==> src/rtl/fetch_queue.sv <==
// fetch_queue: in-order tracker of outstanding instruction-SRAM fetches between pre-IF and ID.
// Optional FQ_BYPASS_EN forwards a response aimed at the head entry to ID in the same cycle.
module fetch_queue #(
    parameter int DEPTH  = 4,
    parameter int PC_W   = 32,
    parameter int INST_W = 32
) (
    input  logic                     clk,
    input  logic                     reset,
    input  logic                     req_valid,
    input  logic [PC_W-1:0]          req_pc,
    input  logic                     req_adef,
    output logic                     fq_allowin,
    input  logic                     inst_sram_data_ok,
    input  logic [INST_W-1:0]        inst_sram_rdata,
    input  logic                     flush,
    input  logic                     ds_allowin,
    output logic                     fs_to_ds_valid,
    output logic [INST_W+PC_W:0]     fs_to_ds_bus
);
    localparam int AW = $clog2(DEPTH);
    localparam int CW = AW + 1;

    logic [DEPTH-1:0]  valid_q;
    logic [DEPTH-1:0]  pending_q;
    logic [DEPTH-1:0]  adef_q;
    logic [PC_W-1:0]   pc_q   [DEPTH];
    logic [INST_W-1:0] inst_q [DEPTH];
    logic [AW-1:0]     head_q, head_d;
    logic [AW-1:0]     tail_q, tail_d;
    logic [CW-1:0]     count_q, count_d;
    logic [CW-1:0]     discard_q, discard_d;

    logic [CW:0]       occupancy;
    logic              enq, deq;
    logic              discard_nz;
    logic              resp_hit, resp_take;
    logic [AW-1:0]     resp_idx, scan_idx;
    logic [CW-1:0]     pending_cnt;
    logic              head_valid, head_pending, bypass;
    logic [INST_W-1:0] head_inst;

    // Squashed-but-unanswered requests still occupy SRAM slots, so they count against capacity.
    assign occupancy  = {1'b0, count_q} + {1'b0, discard_q};
    assign fq_allowin = occupancy < (CW+1)'(DEPTH);
    assign enq        = req_valid && fq_allowin;
    assign discard_nz = |discard_q;

    always_comb begin
        resp_hit    = 1'b0;
        resp_idx    = head_q;
        scan_idx    = head_q;
        pending_cnt = '0;
        for (int i = 0; i < DEPTH; i++) begin
            scan_idx = head_q + AW'(i);
            if (valid_q[scan_idx] && pending_q[scan_idx]) begin
                pending_cnt = pending_cnt + CW'(1);
                if (!resp_hit) begin
                    resp_hit = 1'b1;
                    resp_idx = scan_idx;
                end
            end
        end
    end

    assign resp_take    = inst_sram_data_ok && !discard_nz && resp_hit;
    assign head_valid   = valid_q[head_q];
    assign head_pending = pending_q[head_q];

`ifdef FQ_BYPASS_EN
    assign bypass = inst_sram_data_ok && !discard_nz && head_valid && head_pending;
`else
    assign bypass = 1'b0;
`endif

    assign head_inst      = bypass ? inst_sram_rdata : inst_q[head_q];
    assign fs_to_ds_valid = head_valid && (!head_pending || bypass) && !flush;
    assign fs_to_ds_bus   = head_valid ? {adef_q[head_q], head_inst, pc_q[head_q]} : '0;
    assign deq            = fs_to_ds_valid && ds_allowin;

    always_comb begin
        discard_d = discard_q;
        count_d   = count_q + CW'(enq) - CW'(deq);
        head_d    = head_q + AW'(deq);
        tail_d    = tail_q + AW'(enq);
        if (flush) begin
            // A response arriving in the flush cycle is consumed before the pending entries are counted.
            discard_d = discard_q + pending_cnt
                        - CW'(inst_sram_data_ok && (discard_nz || resp_hit));
            count_d   = CW'(enq);
            head_d    = tail_q;
        end else if (inst_sram_data_ok && discard_nz) begin
            discard_d = discard_q - CW'(1);
        end
    end

    always_ff @(posedge clk) begin
        if (reset) begin
            valid_q   <= '0;
            pending_q <= '0;
            head_q    <= '0;
            tail_q    <= '0;
            count_q   <= '0;
            discard_q <= '0;
        end else begin
            head_q    <= head_d;
            tail_q    <= tail_d;
            count_q   <= count_d;
            discard_q <= discard_d;
            if (resp_take) begin
                pending_q[resp_idx] <= 1'b0;
            end
            if (deq) begin
                valid_q[head_q] <= 1'b0;
            end
            if (flush) begin
                valid_q <= '0;
            end
            if (enq) begin
                valid_q[tail_q]   <= 1'b1;
                pending_q[tail_q] <= !req_adef;
            end
        end
    end

    // Payload is qualified by valid_q, so it needs no reset.
    always_ff @(posedge clk) begin
        if (resp_take) begin
            inst_q[resp_idx] <= inst_sram_rdata;
        end
        if (enq) begin
            pc_q[tail_q]   <= req_pc;
            adef_q[tail_q] <= req_adef;
            inst_q[tail_q] <= '0;
        end
    end
endmodule

==> config.mk <==
export PLATFORM = sky130hd
export DESIGN_NAME = fetch_queue
export DESIGN_NICKNAME = d
export VERILOG_FILES = /design/src/rtl/fetch_queue.sv
export SDC_FILE = /design/constraint.sdc
export NUM_CORES = 1
export LEC_CHECK = 0
export CELL_PAD_IN_SITES_DETAIL_PLACEMENT = 0
export CELL_PAD_IN_SITES_GLOBAL_PLACEMENT = 2
export CORE_ASPECT_RATIO = 1.2
export CORE_MARGIN = 2
export CORE_UTILIZATION = 42
export CTS_CLUSTER_SIZE = 40
export DETAILED_ROUTE_END_ITERATION = 8
export GPL_TIMING_DRIVEN = 0
export PLACE_DENSITY_LB_ADDON = 0.1
export SYNTH_ARGS = -nofsm -noshare
export SYNTH_HDL_FRONTEND = slang
export SYNTH_SLANG_ARGS = --single-unit
export TNS_END_PERCENT = 20
==> constraint.sdc <==
create_clock -name clk -period 11.15 [get_ports clk]
set_clock_uncertainty 0.1 [all_clocks]
set_input_delay 2.7875 -clock clk [delete_from_list [all_inputs] [get_ports clk]]
set_output_delay 2.7875 -clock clk [all_outputs]
set_load 0.1 [all_outputs]
# == Word level (Yosys, flattened, before mapping) ==
# Memory sizes are Yosys's and may differ from the RTL's. A register that Yosys moved wholly into a read port is not among the register bits.
# Cells that the tools add are included.
# W data, S select, Z words.
# word_totals
ff_bits,22
mem_bits_rw,256
out_inout_bits,67
memories,2
# classes
n_addsub,14
magnitude_cmp,10
mux,58
n_bitwise,5
reduce_logical,23
# mem_list
name,words,word_bits,read_ports,rd_clocked_by_memory_dff,write_ports,line,text
inst_q,4,32,1,1,2,28,logic [INST_W-1:0] inst_q [DEPTH];
pc_q,4,32,1,1,1,27,logic [PC_W-1:0] pc_q [DEPTH];
# op_table
operator,n
$mux W65,1
$mux W4,7
$mux W1,22
$bmux W1 S2,9
$lt A2 B3 Y1 const B,6
$mux W2,9
$logic_and A1 B1 Y1,15
$mux W3,5
$add A3 B1 Y3 const B,3
$and A4 B4 Y4,2
$bwmux W4,2
$not A4 Y4,2
$demux W1 S2,3
$ge A2 B1 Y1 const B,3
$sub A3 B1 Y3,2
$add A2 B1 Y2,2
$add A2 B2 Y2 const B,2
$add A3 B3 Y4,1
$logic_not A1 Y1,4
$lt A4 B3 Y1 const B,1
$or A4 B4 Y4,1
$add A3 B1 Y3,1
$add A3 B3 Y3,1
$reduce_or A3 Y1,1
other kinds (5),5

# == Logic depth before layout (Yosys ltp) ==
# logic_depth
ltp_word,20
depth_mapped,18

# == Worst setup path before layout ==
# No wires, ideal clock.
# synth_timing
kind,input to output
startpoint,in flush
endpoint,out fs_to_ds_valid
arrival_ns,5.032
setup_slack_ns,3.230
stages,1
path_buffers,0
path_cell_list,nor3b_1
# synth_between
elab_chain_cells,2
# synth_lines
element,line,text
"start, declared",16,"input logic flush,"
$logic_not A1 Y1,77,assign fs_to_ds_valid = head_valid && (!head_pending || bypass) && !flush;
$logic_and A1 B1 Y1,77,
"end, declared",18,"output logic fs_to_ds_valid,"
# Every way passes these cells.

# == Final worst setup path ==
# Same ends and word-level chain as after synthesis.

==> flow_metrics.env <==
export IMPL_status="completed"
export IMPL_fin_crit_sh_pct=70.12
export IMPL_syn_num_nets=1115
export IMPL_clock_sinks=278
export IMPL_critPathRequiredTime_ns=8.26
export IMPL_grt_pass1_wl_um=49620
export IMPL_end_kind="output pin"
export IMPL_max_cap_viol_count=0
export IMPL_fin_nets=1282
export IMPL_crit_chain="clkdlybuf4s50_1 -> nor3b_1 -> clkdlybuf4s50_1"
export IMPL_die_h_um=194.0
export IMPL_rsz0062_at_grt="no"
export IMPL_crit_type="input port to output pin"
export IMPL_slew_viol_final=0
export IMPL_crit_fanout=8
export IMPL_start_util_pct=42.68
export IMPL_numCtsBuffers=29
export IMPL_power_density_mw_per_mm2=215.4
export IMPL_synth_seq_cells=278
export IMPL_min_delay_start="inst_q[2][7]"
export IMPL_drive_gt1_share_pct=12.44
export IMPL_dieArea_mm2=0.03150
export IMPL_cp_slowest_cell="clkdlybuf4s50_1"
export IMPL_post_cts_setup_buffers=0
export IMPL_dieWidth_um=162.3
export IMPL_async_flop_share_pct=0
export IMPL_synthesis_area_mm2=0.01264
export IMPL_fill_cells=2556
export IMPL_stdcell_count=1605
export IMPL_layout_area_seq_mm2=0.006887
export IMPL_wire_per_inst_um=19.73
export IMPL_gp_congestion=0.7751
export IMPL_firstDrtPassIters=5
export IMPL_relSlewSlack_pct=27.94
export IMPL_grt_start_max_net_pins=34
export IMPL_post_route_drc_count=0
export IMPL_cpPeakStageDelay_ns=1.20
export IMPL_place_ws_ns=3.270
export IMPL_cts_resized=0
export IMPL_dp_hpwl_um=21010
export IMPL_ios=138
export IMPL_place_area_mm2=0.01449
export IMPL_placed_cells=1550
export IMPL_htreeDepth=1
export IMPL_drtIter0Drc=478
export IMPL_clkTransAtPathRegs_ns=0.06
export IMPL_synth_edf_count=132
export IMPL_grt_pass1_vias=8543
export IMPL_multi_input_area_mm2=0.005316
export IMPL_numPortBuffers=136
export IMPL_peakVddDrop_v=0.0001187
export IMPL_hold_viol_final=0
export IMPL_syn_area_per_cell_um2=12.34
export IMPL_critPathArrivalTime_ns=4.93
export IMPL_synthFlopType="dfxtp_1"
export IMPL_cpMostUsedCell="clkdlybuf4s50_1"
export IMPL_ant_nets=0
export IMPL_routed_wl_um=31660
export IMPL_antenna_found_initial=3
export IMPL_hold_class="flop to flop"
export IMPL_core_mm2=0.02961
export IMPL_clkLatencyLatePin_ns=0.56
export IMPL_clock_root_buffer="clkbuf_16"
export IMPL_postCtsHoldBufs=0
export IMPL_syn_instance_count=1024
export IMPL_fin_util_pct=52.40
export IMPL_start_kind="input port"
export IMPL_syn2layout_area_growth_pct=22.78
export IMPL_reg2reg_from="head_q[0]"
export IMPL_max_freq_mhz=127.9
export IMPL_grt_overflow_total=0
export IMPL_setup_tns_ns=0
export IMPL_setup_ws_ns=3.331
export IMPL_synth_cell_types=51
export IMPL_seq_area_frac_synth_pct=54.50
export IMPL_fp_row_count=69
export IMPL_viasPerCell=5.173
export IMPL_tightestPinTransition_ns=1.078
export IMPL_cts_tree="done"
export IMPL_track_usage_pct=20.21
export IMPL_crit_start="flush"
export IMPL_fin_area_mm2=0.01552
export IMPL_fin_crit_ns=7.819
export IMPL_vias=8302
export IMPL_finalSetupViolCount=0
export IMPL_cts_buffer_depth=3
export IMPL_ys_warn_count=0
export IMPL_p_leak_nw=5.493
==> metrics by stage <==
step,power (mW),hold slack (ns)
after floorplan,2.063,0.3315
after global placement,2.333,0.3385
after detailed placement,2.349,0.3442
after CTS,3.382,0.3545
after global routing,3.513,0.3701
final,3.342,0.3521
==> cells by family (layout without fill, tap and decap cells) <==
kind of cell / count (synthesis) / after routing / share of synthesized area, %
compound gates: 32 / 32 / 2.030
xor+xnor: 12 / 12 / 0.8317
fa+ha+maj: 20 / 20 / 2.099
buf+inv: 91 / 281 / 3.436
flops: 278 / 278 / 54.50
mux: 201 / 201 / 22.98
other cells: 0 / 1 / 0
simple gates: 390 / 390 / 14.13
==> sequential cells by signal, summed over array words and instances (netlist names) <==
name	count
discard_q	3
head_q	2
valid_q	4
pending_q	4
inst_q	128
adef_q	4
pc_q	128
tail_q	2
count_q	3
==> synthesized netlist by cell type, drive strengths merged (2+ instances only) <==
| library cell | n | area, um^2 |
|---|---|---|
| nand3b | 11 | 82.58 |
| nor4 | 2 | 33.78 |
| nor3b | 2 | 15.01 |
| or2 | 2 | 12.51 |
| and3 | 2 | 12.51 |
| nand2 | 269 | 1012 |
| nand3 | 7 | 35.03 |
| o22ai | 4 | 25.02 |
| ha | 18 | 225.2 |
| o21ai | 4 | 20.02 |
| buf | 21 | 168.9 |
| edfxtp | 132 | 3964 |
| o21a | 2 | 15.01 |
| a311o | 2 | 40.04 |
| fa | 2 | 40.04 |
| dfxtp | 146 | 2923 |
| a211oi | 3 | 35.03 |
| inv | 20 | 77.57 |
| a21oi | 9 | 56.31 |
| and2 | 73 | 459.2 |
| xnor2 | 11 | 96.34 |
| mux2i | 130 | 1301 |
| clkbuf | 50 | 187.7 |
| a221oi | 3 | 26.28 |
| nor3 | 3 | 26.28 |
| nor2 | 13 | 48.80 |
| mux4 | 71 | 1603 |
==> report_power, final <==
part | switching, mW | leakage (nW) | total, mW | internal, mW
Combinational | 0.609 | 2.61 | 0.941 | 0.332
Clock | 0.415 | 0.486 | 1.03 | 0.618
Sequential | 0.0879 | 2.40 | 1.37 | 1.28
==> worst paths after layout <==
check                   end  slack [ns]  cells past startpoint
max          fs_to_ds_valid        3.33                      3
min            inst_q[2][7]        0.35                      2
max reg2reg    discard_q[2]        6.70                     17
min reg2reg    inst_q[2][7]        0.35                      2
==> metal layers <==
metal / GRT usage (%) / share of wire (%) / vias up
li1: - / - / 3972
met3: 2.930 / 4.5 / 36
met5: 0 / 0.085 / -
met1: 27.15 / 45 / 4110
met2: 35.19 / 49 / 180
met4: 3.573 / 1.4 / 4
==> final cells by class <==
class,instances,area share (%)
Inverter,20,0.5000
Sequential cell,278,44.38
Antenna cell,1,0.01613
Buffer,71,2.298
Clock inverter,24,1.919
Clock buffer,30,4.701
Multi-Input combinational cell,655,34.26
Timing Repair Buffer,136,8.774
Tap cell,390,3.145
==> cell usage in the layout, fill, tap and decap left out, types with 3 or more instances in the layout <==
master,n
inv_2,5
buf_4,7
buf_1,7
xnor2_1,11
nor2_1,13
clkinvlp_2,3
clkbuf_1,51
mux4_2,70
clkinvlp_4,3
bufinv_16,6
nand3b_1,11
inv_1,14
and2_1,72
edfxtp_1,132
clkinv_4,3
nand3_1,7
o21ai_0,4
clkinv_2,3
buf_8,3
buf_6,4
clkinv_1,5
nand2_1,268
dfxtp_1,146
a221oi_1,3
a21oi_1,8
clkbuf_16,29
o22ai_1,4
clkdlybuf4s50_1,136
ha_1,18
mux2i_1,130
==> worst max-delay path, delay by kind of cell <==
| kind | cells | cell delay [ns] |
|---|---|---|
| simple gates | 1 | 0.38 |
| buf+inv | 2 | 1.76 |
No activity file was read; power rests on OpenSTA's default activity.
